**src/rtl/fetch_unit.sv**
```systemverilog
// Instruction fetch stage: owns the PC, issues one imem request at a time,
// hands instructions to decode and redirects on taken jumps/branches.
module fetch_unit #(
    parameter int              XLEN         = 32,
    parameter logic [XLEN-1:0] RESET_VECTOR = '0
) (
    input  logic            clk,
    input  logic            rst,
    output logic            imem_req,
    output logic [XLEN-1:0] imem_addr,
    input  logic            imem_ack,
    input  logic [31:0]     imem_rdata,
    output logic            instr_valid,
    input  logic            instr_ready,
    output logic [31:0]     instr,
    output logic [XLEN-1:0] pc_out,
    input  logic            jack,
    input  logic            je,
    input  logic [XLEN-1:0] jump_target,
    output logic            redirect_misaligned
);

    typedef enum logic [1:0] {
        S_REQ  = 2'd0,
        S_DROP = 2'd1,
        S_OUT  = 2'd2
    } state_t;

    state_t          r_state;
    state_t          w_next;
    logic [XLEN-1:0] r_pc;
    logic [XLEN-1:0] r_tgt;
    logic [XLEN-1:0] r_pc_out;
    logic [31:0]     r_instr;
    logic            r_mis;
    logic            w_redir;
    logic [XLEN-1:0] w_target;

    assign w_redir  = jack & je;
    assign w_target = {jump_target[XLEN-1:2], 2'b00};

    always_ff @(posedge clk) begin
        if (rst) begin
            r_state <= S_REQ;
        end else begin
            r_state <= w_next;
        end
    end

    always_comb begin
        w_next = r_state;
        unique case (r_state)
            S_REQ: begin
                if (w_redir && !imem_ack) begin
                    w_next = S_DROP;
                end else if (imem_ack && !w_redir) begin
                    w_next = S_OUT;
                end
            end
            S_DROP: begin
                if (imem_ack) begin
                    w_next = S_REQ;
                end
            end
            S_OUT: begin
                if (w_redir || instr_ready) begin
                    w_next = S_REQ;
                end
            end
            default: w_next = S_REQ;
        endcase
    end

    // In S_DROP the stale request keeps its address; the redirect waits in r_tgt.
    always_ff @(posedge clk) begin
        if (rst) begin
            r_pc     <= RESET_VECTOR;
            r_tgt    <= RESET_VECTOR;
            r_pc_out <= RESET_VECTOR;
            r_instr  <= '0;
            r_mis    <= 1'b0;
        end else begin
            r_mis <= w_redir & jump_target[1];
            unique case (r_state)
                S_REQ: begin
                    if (w_redir) begin
                        if (imem_ack) begin
                            r_pc <= w_target;
                        end else begin
                            r_tgt <= w_target;
                        end
                    end else if (imem_ack) begin
                        r_instr  <= imem_rdata;
                        r_pc_out <= r_pc;
                        r_pc     <= r_pc + XLEN'(4);
                    end
                end
                S_DROP: begin
                    if (imem_ack) begin
                        r_pc <= w_redir ? w_target : r_tgt;
                    end else if (w_redir) begin
                        r_tgt <= w_target;
                    end
                end
                S_OUT: begin
                    if (w_redir) begin
                        r_pc <= w_target;
                    end
                end
                default: begin
                end
            endcase
        end
    end

    always_comb begin
        imem_req            = 1'b0;
        instr_valid         = 1'b0;
        imem_addr           = RESET_VECTOR;
        instr               = '0;
        pc_out              = RESET_VECTOR;
        redirect_misaligned = 1'b0;
        if (!rst) begin
            imem_addr           = r_pc;
            instr               = r_instr;
            pc_out              = r_pc_out;
            redirect_misaligned = r_mis;
            unique case (r_state)
                S_REQ:   imem_req = 1'b1;
                S_DROP:  imem_req = 1'b1;
                S_OUT:   instr_valid = 1'b1;
                default: imem_req = 1'b0;
            endcase
        end
    end

endmodule

```
**config.mk**
```make
export PLATFORM = sky130hd
export DESIGN_NAME = fetch_unit
export DESIGN_NICKNAME = d
export VERILOG_FILES = /design/src/rtl/fetch_unit.sv
export SDC_FILE = /design/constraint.sdc
export NUM_CORES = 1
export LEC_CHECK = 0
export BUFFER_PORTS_ARGS = -buffer_cell sky130_fd_sc_hd__buf_2
export CORE_MARGIN = 2
export CORE_UTILIZATION = 39
export DETAILED_ROUTE_END_ITERATION = 10
export SYNTH_ARGS = -nofsm -noshare
export SYNTH_HDL_FRONTEND = slang
export SYNTH_SLANG_ARGS = --single-unit
```
**constraint.sdc**
```tcl
create_clock -name clk -period 3.6 [get_ports clk]
set_clock_uncertainty 0.1 [all_clocks]
set_input_delay 0.54 -clock clk [delete_from_list [all_inputs] [get_ports clk]]
set_output_delay 0.54 -clock clk [all_outputs]
set_load 0.1 [all_outputs]
```
==> key figures <==
Detailed routing
  • Vias per cell: 5.256
  • Final WL: 21420 um
  • Via count: 6949
  • Drt initial violations: 556
  • DR pass1 iterations: 5
  • Drt wl/cell: 16.20 um
  • Antenna viol nets, final: 0
  • DRC Markers: 0

Floorplan
  • Std-Cell Rows: 48
  • Initial Util: 39.70%
  • Horiz. Die Dim: 136.5 um
  • Top Ports: 169
  • Core area: 17240 um^2
  • Die area: 18620 um^2
  • Die Ht: 136.5 um

Yosys
  • Primary FF master, synth: dfxtp_1
  • Post-synth net total: 1031
  • Post-synth EDFFs: 0
  • Synthesized cell area: 6843 um^2
  • Seq cells post-synth: 131
  • Yosys top cell by area: dfxtp_1
  • Post-synth top area share: 38.33%
  • Post-Synthesis Cells: 954
  • Async SR Flop Fraction: 0%
  • Sequential share of the synthesized area: 38.33%
  • Synth top area cells: dfxtp_1, nand2_1, a21oi_1, nor2_1, inv_1
  • Syn avg cell area: 7.173 um^2
  • Ys Warns: 0
  • Unique cell type count in the Yosys netlist: 59

Clock tree
  • Clk slew on worst S/H paths: 60 ps
  • Post-CTS sizing: 0
  • H-tree levels: 4
  • Hold buffers post-CTS: 0
  • Sink Count: 131
  • CTS tree: done
  • CTS Buf Count: 17
  • Root Buffer: clkbuf_16
  • Clk buf depth: 2
  • Setup Buffers After CTS: 0
  • Worst-skew pair later-pin latency: 420 ps

Placement
  • Final GP Congestion: 0.8513
  • IO Port Bufs: 167
  • DP Wirelength: 14360 um

Global routing
  • Pin count of the biggest net entering global routing: 91
  • Global-route wire length before repair: 33580 um
  • Gr ovfl total: 0
  • Initial antenna violation count: 1
  • Vias in the first global route: 6245
  • Total track usage: 22.97%

Status
  • Status: finished clean

Cells and area
  • Synth-to-layout area growth: 23.99%
  • Ant. Diodes: 0
  • Share of layout cells above drive strength 1: 22.24%
  • Layout Nets: 1164

Worst setup path
  • Arrival time at the worst endpoint: 3250 ps
  • Req. time, crit path: 3780 ps
  • Worst-path fanout max: 21
  • Startpoint types: flop
  • Worst Setup Path Type: reg2reg
  • CP Capture Type: flop

STA
  • Final Hold Viols: 0
  • Setup TNS: 0 ps
  • Rel. slew slack: 37.67%
  • Slew Limit Fails: 0
  • Setup Viol. Count Final: 0
  • Hold slack: 250.2 ps
  • Worst-Margin Slew: 931.5 ps
  • Tmin final: 3072 ps
  • Achievable Freq: 325.5 MHz
  • RSZ-0062 raised after global routing: no
  • Tcrit/Tclk final: 85.33%

Power and ir drop
  • Leak: 4.160 nW
  • VDD IR-drop max: 0.3570 mV
  • Power, Total: 5.346 mW
  • Pwr per Cell Area: 630.1 nW/um^2

Min path
  • Hold Path Class: in2reg

Flow run
  • Max Cap Viol: 0
## registers in the layout, summed over array words and instances, names as in the netlist
signal    count
r_tgt        32
r_state       2
r_pc         32
r_instr      32
r_mis         1
r_pc_out     32
## power breakdown
part	internal (mW)	switching, mW
logic	0.414	1.28
clock network	1.23	0.635
registers	1.63	0.160
total	3.27	2.07
## cells in the mapped netlist, types with 3 or more instances
library cell  number
nor2_1           109
a22o_1             8
nor4_1            10
a21boi_0           3
xor2_1             5
nand3_1           17
and3_1            16
nand4_1           11
a211oi_1           7
o211ai_1           6
buf_2              3
a221o_1            3
mux2_2            15
nand2_1          174
o31a_1             4
nor3_1            13
ha_1               7
or3_1              5
a21oi_1          127
a32o_1             7
a31oi_1            4
clkbuf_1          62
a31o_2             3
a22oi_1            6
inv_1             80
a2111oi_0          3
a211o_1            3
dfxtp_1          131
o21ai_0           23
a221oi_1           9
buf_1              6
o21bai_1           3
nor2b_1           25
and4_1             4
o31ai_1           10
## cells by family after synthesis
kind of cell	count (synthesis)	synth area share (%)
XOR/XNOR	7	0.8960
adder cells (fa/ha/maj)	7	1.280
AND/OR/NAND/NOR	395	25.91
buffers and inverters	153	8.447
AO/OA/AOI/OAI	246	22.67
flip-flops	131	38.33
multiplexers	15	2.468
## path summary, 6_finish.rpt
| kind | slack, ps | depth (start not counted) | start | endpoint |
|---|---|---|---|---|
| max | 530 | 6 | r_state[1]$_SDFFE_PP0P_ | r_pc[16]$_SDFFE_PP0P_ |
| min | 250 | 2 | jump_target[1] | r_mis$_SDFF_PP0_ |
| max reg2reg | 530 | 6 | r_state[1]$_SDFFE_PP0P_ | r_pc[16]$_SDFFE_PP0P_ |
| min reg2reg | 350 | 2 | r_tgt[20]$_SDFFE_PP0P_ | r_tgt[20]$_SDFFE_PP0P_ |
## cell usage in the layout (no fill, tap or decap), drive strengths merged, types with 4 or more instances in the layout
master | Yosys | routed
a211oi | 7 | 7
a21oi | 127 | 127
a221oi | 9 | 9
a22o | 8 | 8
a22oi | 6 | 6
a31o | 4 | 4
a31oi | 4 | 4
a32o | 7 | 7
and3 | 16 | 16
and4 | 4 | 4
buf | 9 | 185
bufinv | 0 | 5
clkbuf | 62 | 19
clkinv | 1 | 4
dfxtp | 131 | 131
ha | 7 | 7
inv | 81 | 81
mux2 | 15 | 15
nand2 | 174 | 174
nand3 | 17 | 17
nand4 | 12 | 12
nor2 | 109 | 109
nor2b | 25 | 25
nor3 | 13 | 13
nor4 | 10 | 10
o211ai | 6 | 6
o21ai | 23 | 23
o31a | 4 | 4
o31ai | 10 | 10
or3 | 5 | 5
xor2 | 5 | 5
## metal layers
layer / vias up / GRT usage, % / part of all wire [%]
li1: 3513 / - / -
met1: 3197 / 32.30 / 48
met2: 217 / 34.83 / 44
met3: 20 / 5.667 / 6.5
met4: 2 / 6.366 / 1.3
met5: - / 0 / 0.037
## layout make-up
| type | instances | area (um^2) |
|---|---|---|
| Fill cell | 1795 | 8752 |
| Multi-Input combinational cell | 670 | 3650 |
| Sequential cell | 131 | 2623 |
| Timing Repair Buffer | 185 | 996.0 |
| Clock buffer | 19 | 442.9 |
| Inverter | 82 | 307.8 |
| Tap cell | 225 | 281.5 |
| Clock inverter | 10 | 183.9 |
## per-stage QoR
stage	cells	area, um^2	utilization [%]	setup slack, ps
floorplan	954	6843	-	235.8
global placement	1293	7858	45.59	749.0
CTS	1322	8484	49.22	555.0
global route	1322	8484	49.22	374.9
finish	1322	8484	49.22	528.2
detailed placement	1293	7858	45.59	715.0
## worst max-delay path: stages (launching register included)
cell and delay (ps):
dfxtp_1 370, inv_1 90, ha_1 570, clkinv_1 670
nand2_1 500, o22ai_1 150, a2111oi_0 470
(Power assumes the default switching activity.)
